===== src/rtl/spi_host_byte_merge.sv =====
// -----------------------------------------------------------------------------
// spi_host_byte_merge
//
// Receive-side byte packer for the SPI host. Bytes clocked in by the shift
// register are collected into 32-bit words with per-byte lane enables for the
// RX FIFO. A byte flagged as the last of a segment closes a partially filled
// word early; lanes that were never written stay zero with their enable clear.
//
// Parameters
//   ByteOrder     1: first byte of a word lands in [7:0] (little-endian)
//                 0: first byte of a word lands in [31:24] (big-endian)
//
// Ports
//   clk_i         clock, rising edge
//   rst_i         asynchronous active-high reset
//   byte_i        received byte
//   byte_last_i   byte closes the current segment (qualified by byte_valid_i)
//   byte_valid_i  byte_i / byte_last_i valid
//   byte_ready_o  byte accepted this cycle when byte_valid_i is also high
//   word_o        assembled word, unused lanes zero
//   word_be_o     lane enables, bit k covers word_o[8k+:8]
//   word_valid_o  word_o / word_be_o valid
//   word_ready_i  downstream accepts the word
//   flush_i       synchronous discard of all held data
//   sw_rst_i      synchronous software reset, same effect as flush_i
//   empty_o       no partial word held and no word pending on the output
// -----------------------------------------------------------------------------
module spi_host_byte_merge #(
  parameter bit ByteOrder = 1'b1
) (
  input  logic        clk_i,
  input  logic        rst_i,
  input  logic [7:0]  byte_i,
  input  logic        byte_last_i,
  input  logic        byte_valid_i,
  output logic        byte_ready_o,
  output logic [31:0] word_o,
  output logic [3:0]  word_be_o,
  output logic        word_valid_o,
  input  logic        word_ready_i,
  input  logic        flush_i,
  input  logic        sw_rst_i,
  output logic        empty_o
);

  logic [31:0] r_acc_data;
  logic [3:0]  r_acc_be;
  logic [1:0]  r_cnt;
  logic [31:0] r_word;
  logic [3:0]  r_word_be;
  logic        r_word_valid;

  logic [1:0]  w_lane;
  logic        w_accept;
  logic        w_complete;
  logic        w_handshake;
  logic        w_clear;
  logic [31:0] w_merged_data;
  logic [3:0]  w_merged_be;

  // Byte n of a word goes to lane n (LE) or lane 3-n (BE).
  assign w_lane = ByteOrder ? r_cnt : (2'd3 - r_cnt);

  // The output register is the only buffer, so a byte can only be taken when
  // that register is free or being emptied this cycle.
  assign byte_ready_o = ~r_word_valid | word_ready_i;

  assign w_accept    = byte_valid_i & byte_ready_o;
  assign w_complete  = w_accept & ((r_cnt == 2'd3) | byte_last_i);
  assign w_handshake = r_word_valid & word_ready_i;
  assign w_clear     = flush_i | sw_rst_i;

  // Accumulator plus the incoming byte; lanes never written remain zero.
  assign w_merged_data = r_acc_data | ({24'd0, byte_i} << {w_lane, 3'b000});
  assign w_merged_be   = r_acc_be | (4'b0001 << w_lane);

  // Accumulator: cnt wraps 3 -> 0 only through a completion.
  always_ff @(posedge clk_i or posedge rst_i) begin
    if (rst_i) begin
      r_acc_data <= 32'd0;
      r_acc_be   <= 4'd0;
      r_cnt      <= 2'd0;
    end else if (w_clear) begin
      r_acc_data <= 32'd0;
      r_acc_be   <= 4'd0;
      r_cnt      <= 2'd0;
    end else if (w_complete) begin
      r_acc_data <= 32'd0;
      r_acc_be   <= 4'd0;
      r_cnt      <= 2'd0;
    end else if (w_accept) begin
      r_acc_data <= w_merged_data;
      r_acc_be   <= w_merged_be;
      r_cnt      <= r_cnt + 2'd1;
    end
  end

  // Output register. A completion in the same cycle as a handshake replaces
  // the word without dropping valid, giving one word per cycle for 1-byte
  // segments. A flush wins over both; a word handshaken in the flush cycle
  // has already been taken downstream and is simply not re-presented.
  always_ff @(posedge clk_i or posedge rst_i) begin
    if (rst_i) begin
      r_word       <= 32'd0;
      r_word_be    <= 4'd0;
      r_word_valid <= 1'b0;
    end else if (w_clear) begin
      r_word       <= 32'd0;
      r_word_be    <= 4'd0;
      r_word_valid <= 1'b0;
    end else if (w_complete) begin
      r_word       <= w_merged_data;
      r_word_be    <= w_merged_be;
      r_word_valid <= 1'b1;
    end else if (w_handshake) begin
      r_word_valid <= 1'b0;
    end
  end

  assign word_o       = r_word;
  assign word_be_o    = r_word_be;
  assign word_valid_o = r_word_valid;
  assign empty_o      = (r_cnt == 2'd0) & ~r_word_valid;

endmodule


===== config.mk =====
export PLATFORM = sky130hd
export DESIGN_NAME = spi_host_byte_merge
export DESIGN_NICKNAME = d
export VERILOG_FILES = /design/src/rtl/spi_host_byte_merge.sv
export SDC_FILE = /design/constraint.sdc
export NUM_CORES = 1
export LEC_CHECK = 0
export CORE_UTILIZATION = 60
export CTS_BUF_LIST = sky130_fd_sc_hd__clkbuf_4
export CTS_CLUSTER_SIZE = 12
export DETAILED_ROUTE_END_ITERATION = 7
export HOLD_SLACK_MARGIN = 0.05
export PLACE_DENSITY = 0.87
export SETUP_SLACK_MARGIN = 0.2
export SKIP_CTS_REPAIR_TIMING = 1
export SLEW_MARGIN = 20
export SYNTH_ARGS = -nofsm -noshare
export SYNTH_HDL_FRONTEND = slang
export SYNTH_SLANG_ARGS = --single-unit
export TNS_END_PERCENT = 10

===== constraint.sdc =====
create_clock -name clk_i -period 5.9 [get_ports clk_i]
set_input_delay 0.59 -clock clk_i [delete_from_list [all_inputs] [get_ports clk_i]]
set_output_delay 0.59 -clock clk_i [all_outputs]
set_load 0.05 [all_outputs]

* Word level (Yosys, flattened, before mapping)
Cells that the tools add are included.
** Word-level totals
- Bits of input ports :: 15
- Output and inout port bits :: 39
- Register bits :: 75
** Cells by class
- Multiplexer cells :: 16
- $add $sub $neg :: 1
- Reduce and logical (&&, ||, !) cells :: 4
- Equal/unequal tests :: 1
- Bitwise gates (word level) :: 10
- Shift operators :: 2
** Operators with widths (number)
- 32-bit 2-to-1 mux :: 5
- 32-bit bitwise OR :: 1
- 8-bit by 5-bit << shifter with 32-bit output :: 1
- 4-bit 2-to-1 mux :: 5
- 2-bit 2-to-1 mux :: 3
- 3-bit nonzero test :: 2
- 1-bit AND :: 4
- 4-bit bitwise OR :: 1
- 1-bit by 2-bit << shifter with 4-bit output (first input constant) :: 1
- 1-bit 2-to-1 mux :: 3
- 1-bit bitwise OR :: 3
- 2-bit by 1-bit adder with 2-bit output (second input constant) :: 1
- 2-bit equality test (second input constant) :: 1
- 2-bit logical NOT :: 1
- 2-bit nonzero test :: 1
- 1-bit inverter :: 1

* Longest topological paths before layout
- Depth in word-level cells :: 6
- Mapped depth :: 7

* Worst setup path after synthesis
OpenSTA, ideal clock, no wires.
- Path kind :: reg2out
- From :: reg r_word_valid (netlist: word_valid_o)
- To :: out byte_ready_o
- Cell stages (with the launch flop) :: 6
- Buffers on the path :: 3
- Required time :: 5310 ps
- Arrival time :: 1301 ps
- Slack :: 4009 ps
- Cell sequence :: dfrtp_1 nor2b_4 buf_6 inv_4 buf_8 buf_6
** On the way
- Longest elaborated chain between the ends :: 2
** Ends and longest elaborated chain
- from (decl) :: line 51 : logic r_word_valid;
- from (signal assigned) :: line 106 : r_word_valid <= 1'b0;
- from (signal assigned) :: line 110 : r_word_valid <= 1'b0;
- from (signal assigned) :: line 114 : r_word_valid <= 1'b1;
- 1-bit inverter :: line 66 : assign byte_ready_o = ~r_word_valid | word_ready_i;
- 1-bit bitwise OR :: line 66
- to (decl) :: line 36 : output logic byte_ready_o,
Every way passes these cells.

* Final worst setup path
- From :: in word_ready_i
- To :: out byte_ready_o
** On the way
- Longest elaborated chain between the ends :: 1
** Ends and longest elaborated chain
- from (decl) :: line 40 : input logic word_ready_i,
- 1-bit bitwise OR :: line 66
Every way passes these cells.

==> impl_results.md <==
* Setup violation total in the final timing report at 0
* Status: finished, final reports clean
* Die Y at 78.8 µm
* CTS H-tree lvls at 3
* Ys Warns at 0
* Worst Hold Class: flop to flop
* Final hold vios at 0
* DR vias/cell at ~6.8
* GRT Util Overall at 29.3%
* Final wirelength at 8300 µm
* Worst-path clk slew at 0.11 ns
* Ys flop type: dfrtp_1
* HP Start: r_acc_be[0]
* Critical Path AT at 2.64 ns
* CTS tree: done
* Register-to-register setup slack at 3.70 ns
* CTS Buf Count at 9
* Pwr Density at 262 mW/mm²
* Mapped cell area at 0.00354 mm²
* Fin worst setup slack at between 2 and 3 ns
* Slew HR at 33.0%
* Placement Setup Slack at between 2 and 3 ns
* DIE WIDTH at 78.8 µm
* RSZ-0062 raised after global routing: false
* Area contributors post-synth: dfrtp_1 53%, a41oi_1 7.9%, a211oi_1 7.0%, a31oi_1 6.9%, a21oi_1 4.7%
* Layout Area Growth over Synthesis at 14.7%
* Clock buffer depth at 2
* Max VDD drop at approximately 0.15 mV
* Root Driver: clkbuf_4
* Die area at just over 0.006 mm²
* Initial antenna violation count at 0
* DR pass1 iterations at 5
* Post-synth EDFFs at 0
* Slew of the pin with the lowest slew margin at 1.00 ns
* Starting Density at 63.1%
* Critical R2R Launch: r_cnt[1]
* Setup tns final at 0 ns
* Vias at 2905
* R2r endpoint: word_o[21]
* Top cell type by total area after synthesis: dfrtp_1
* Fmax at just over 0.3 GHz
* Fin crit period at 3.23 ns
* Lkg Pwr at 0.00159 µW
* # Max-Cap Violations at 0
* Ports at 54
* Crit Path Class: primary input to primary output
* Final max-slew violation count at 0
* Clock Sinks at 75
* Skew final at approximately 0.012 ns
* Ratio of final minimum period to clock period at 54.7%
* Synth Register Bits at 75
* FF-to-FF path depth at 5
* Core area at 0.00561 mm²
* Post-Syn Area per Cell at 10.7 µm²
* WHS Endpoint: r_acc_be[0]
* Placer congestion estimate at 0.820
* GRT met2 Usage at between 40% and 50%
* Share of cells above drive strength 1 at 8.94%
* Met3 usage at 6.90%
* Synth async-reset ratio at 100%
* Routed len/inst at ~19 µm
* Ant diodes at 0
* CP Capture Type: primary output
* Post-synth top area share at 53.1%
* Detailed Place HPWL at 4860 µm
* Cells after synthesis at 330
* 1st-iter DRT viols at 348
* Gr busiest metal: met2
* Clk_lat worst skew at 0.42 ns
* Top post-synthesis cells by count: 75 x dfrtp_1, 42 x nor2_1, 39 x a31oi_1, 33 x a211oi_1, 33 x a21oi_1
* CP Launch Type: primary input
* Distinct cells, synth at 30
* GRT met1 Usage at 40.7%
* Vias in the first global route at 2804
* First-pass GRT wire length at 13900 µm
* Post-route DRC at 0
* ANT nets after route at 0
* WHS Path Cells at 2
* Largest net degree at the start of global routing at 76
* Std-Cell Rows at 27
* Syn nets at roughly 350
* Final nets at 372
* Worst-path fanout max at 74
* WP data required at 5.31 ns
* Cell with the most instances after synthesis: dfrtp_1
* PortBufs at 53
* GRT overflow at 0
* Seq/Total Area, Yosys at 53.1%
[layout by cell type, fill, tap and decap left out, types with 2 or more instances in the layout]
cell type	instances
a211oi_1	33
a211oi_2	2
a21oi_1	33
a31oi_1	39
a41oi_1	32
buf_4	4
bufinv_16	3
clkbuf_4	11
clkdlybuf4s50_1	52
dfrtp_1	75
ha_1	4
inv_1	4
nand4_1	3
nor2_1	42
o21ai_0	2
or2_2	2
[report_power, final]
part / total, µW / internal (µW) / switching, µW / leakage [µW]
clock: 397 / 223 / 174 / 0.0000947
sequential: 530 / 524 / 6.20 / 0.00104
combinational: 138 / 41.8 / 96.0 / 0.000463
[critical path, stage by stage]
cell,delay (ns)
clkdlybuf4s50_1,0.50
nor2b_4,0.08
inv_4,0.52
clkdlybuf4s50_1,0.93
[cell type report]
class,count,area [µm²]
inverters,6,25.0
clock inverters,5,101
clock buffers,11,82.6
repair buffers,57,556
multi-input cells,204,1330
flip-flops and latches,75,1880
well taps,72,90.1
fillers,422,1550
[layer usage]
layer | share of wire [%] | vias to the layer above
li1 | - | 1296
met1 | 42 | 1445
met5 | 0 | -
met3 | 7.7 | 13
met4 | 1.6 | 0
met2 | 49 | 151
[registers in the layout, summed over array words and instances (netlist names)]
name	flops
r_acc_data	32
word_valid_o	1
r_cnt	2
word_be_o	4
r_acc_be	4
word_o	32
[logic make-up (layout without fill, tap and decap cells)]
kind of cell | count (synthesis) | after routing | synth area share [%]
buffers and inverters | 51 | 79 | 9.52
adders and majority gates | 4 | 4 | 1.41
and+or+nand+nor | 55 | 55 | 7.22
DFF | 75 | 75 | 53.1
AOI/OAI and AO/OA | 145 | 145 | 28.8
[metrics by stage]
step	hold slack [ns]	area, µm²	std cells	util [%]	total power, µW
after global placement	0.475	3870	414	69.0	672
after floorplan	0.460	3540	330	-	640
after CTS	0.511	4060	430	72.3	1070
after detailed placement	0.485	3870	414	69.0	676
final	0.514	4060	430	72.4	1060
after global routing	0.524	4060	430	72.4	1100
[how the worst max path moves through the flow]
stage                  from      endpoint  cells after the start
2_1_floorplan         rst_i   r_acc_be[0]                      1
3_3_place_gp   word_ready_i  byte_ready_o                      4
3_5_place_dp   word_ready_i  byte_ready_o                      4
4_1_cts        word_ready_i  byte_ready_o                      4
5_1_grt        word_ready_i  byte_ready_o                      4
6_report       word_ready_i  byte_ready_o                      4
Power figures use the tool's default switching activity.
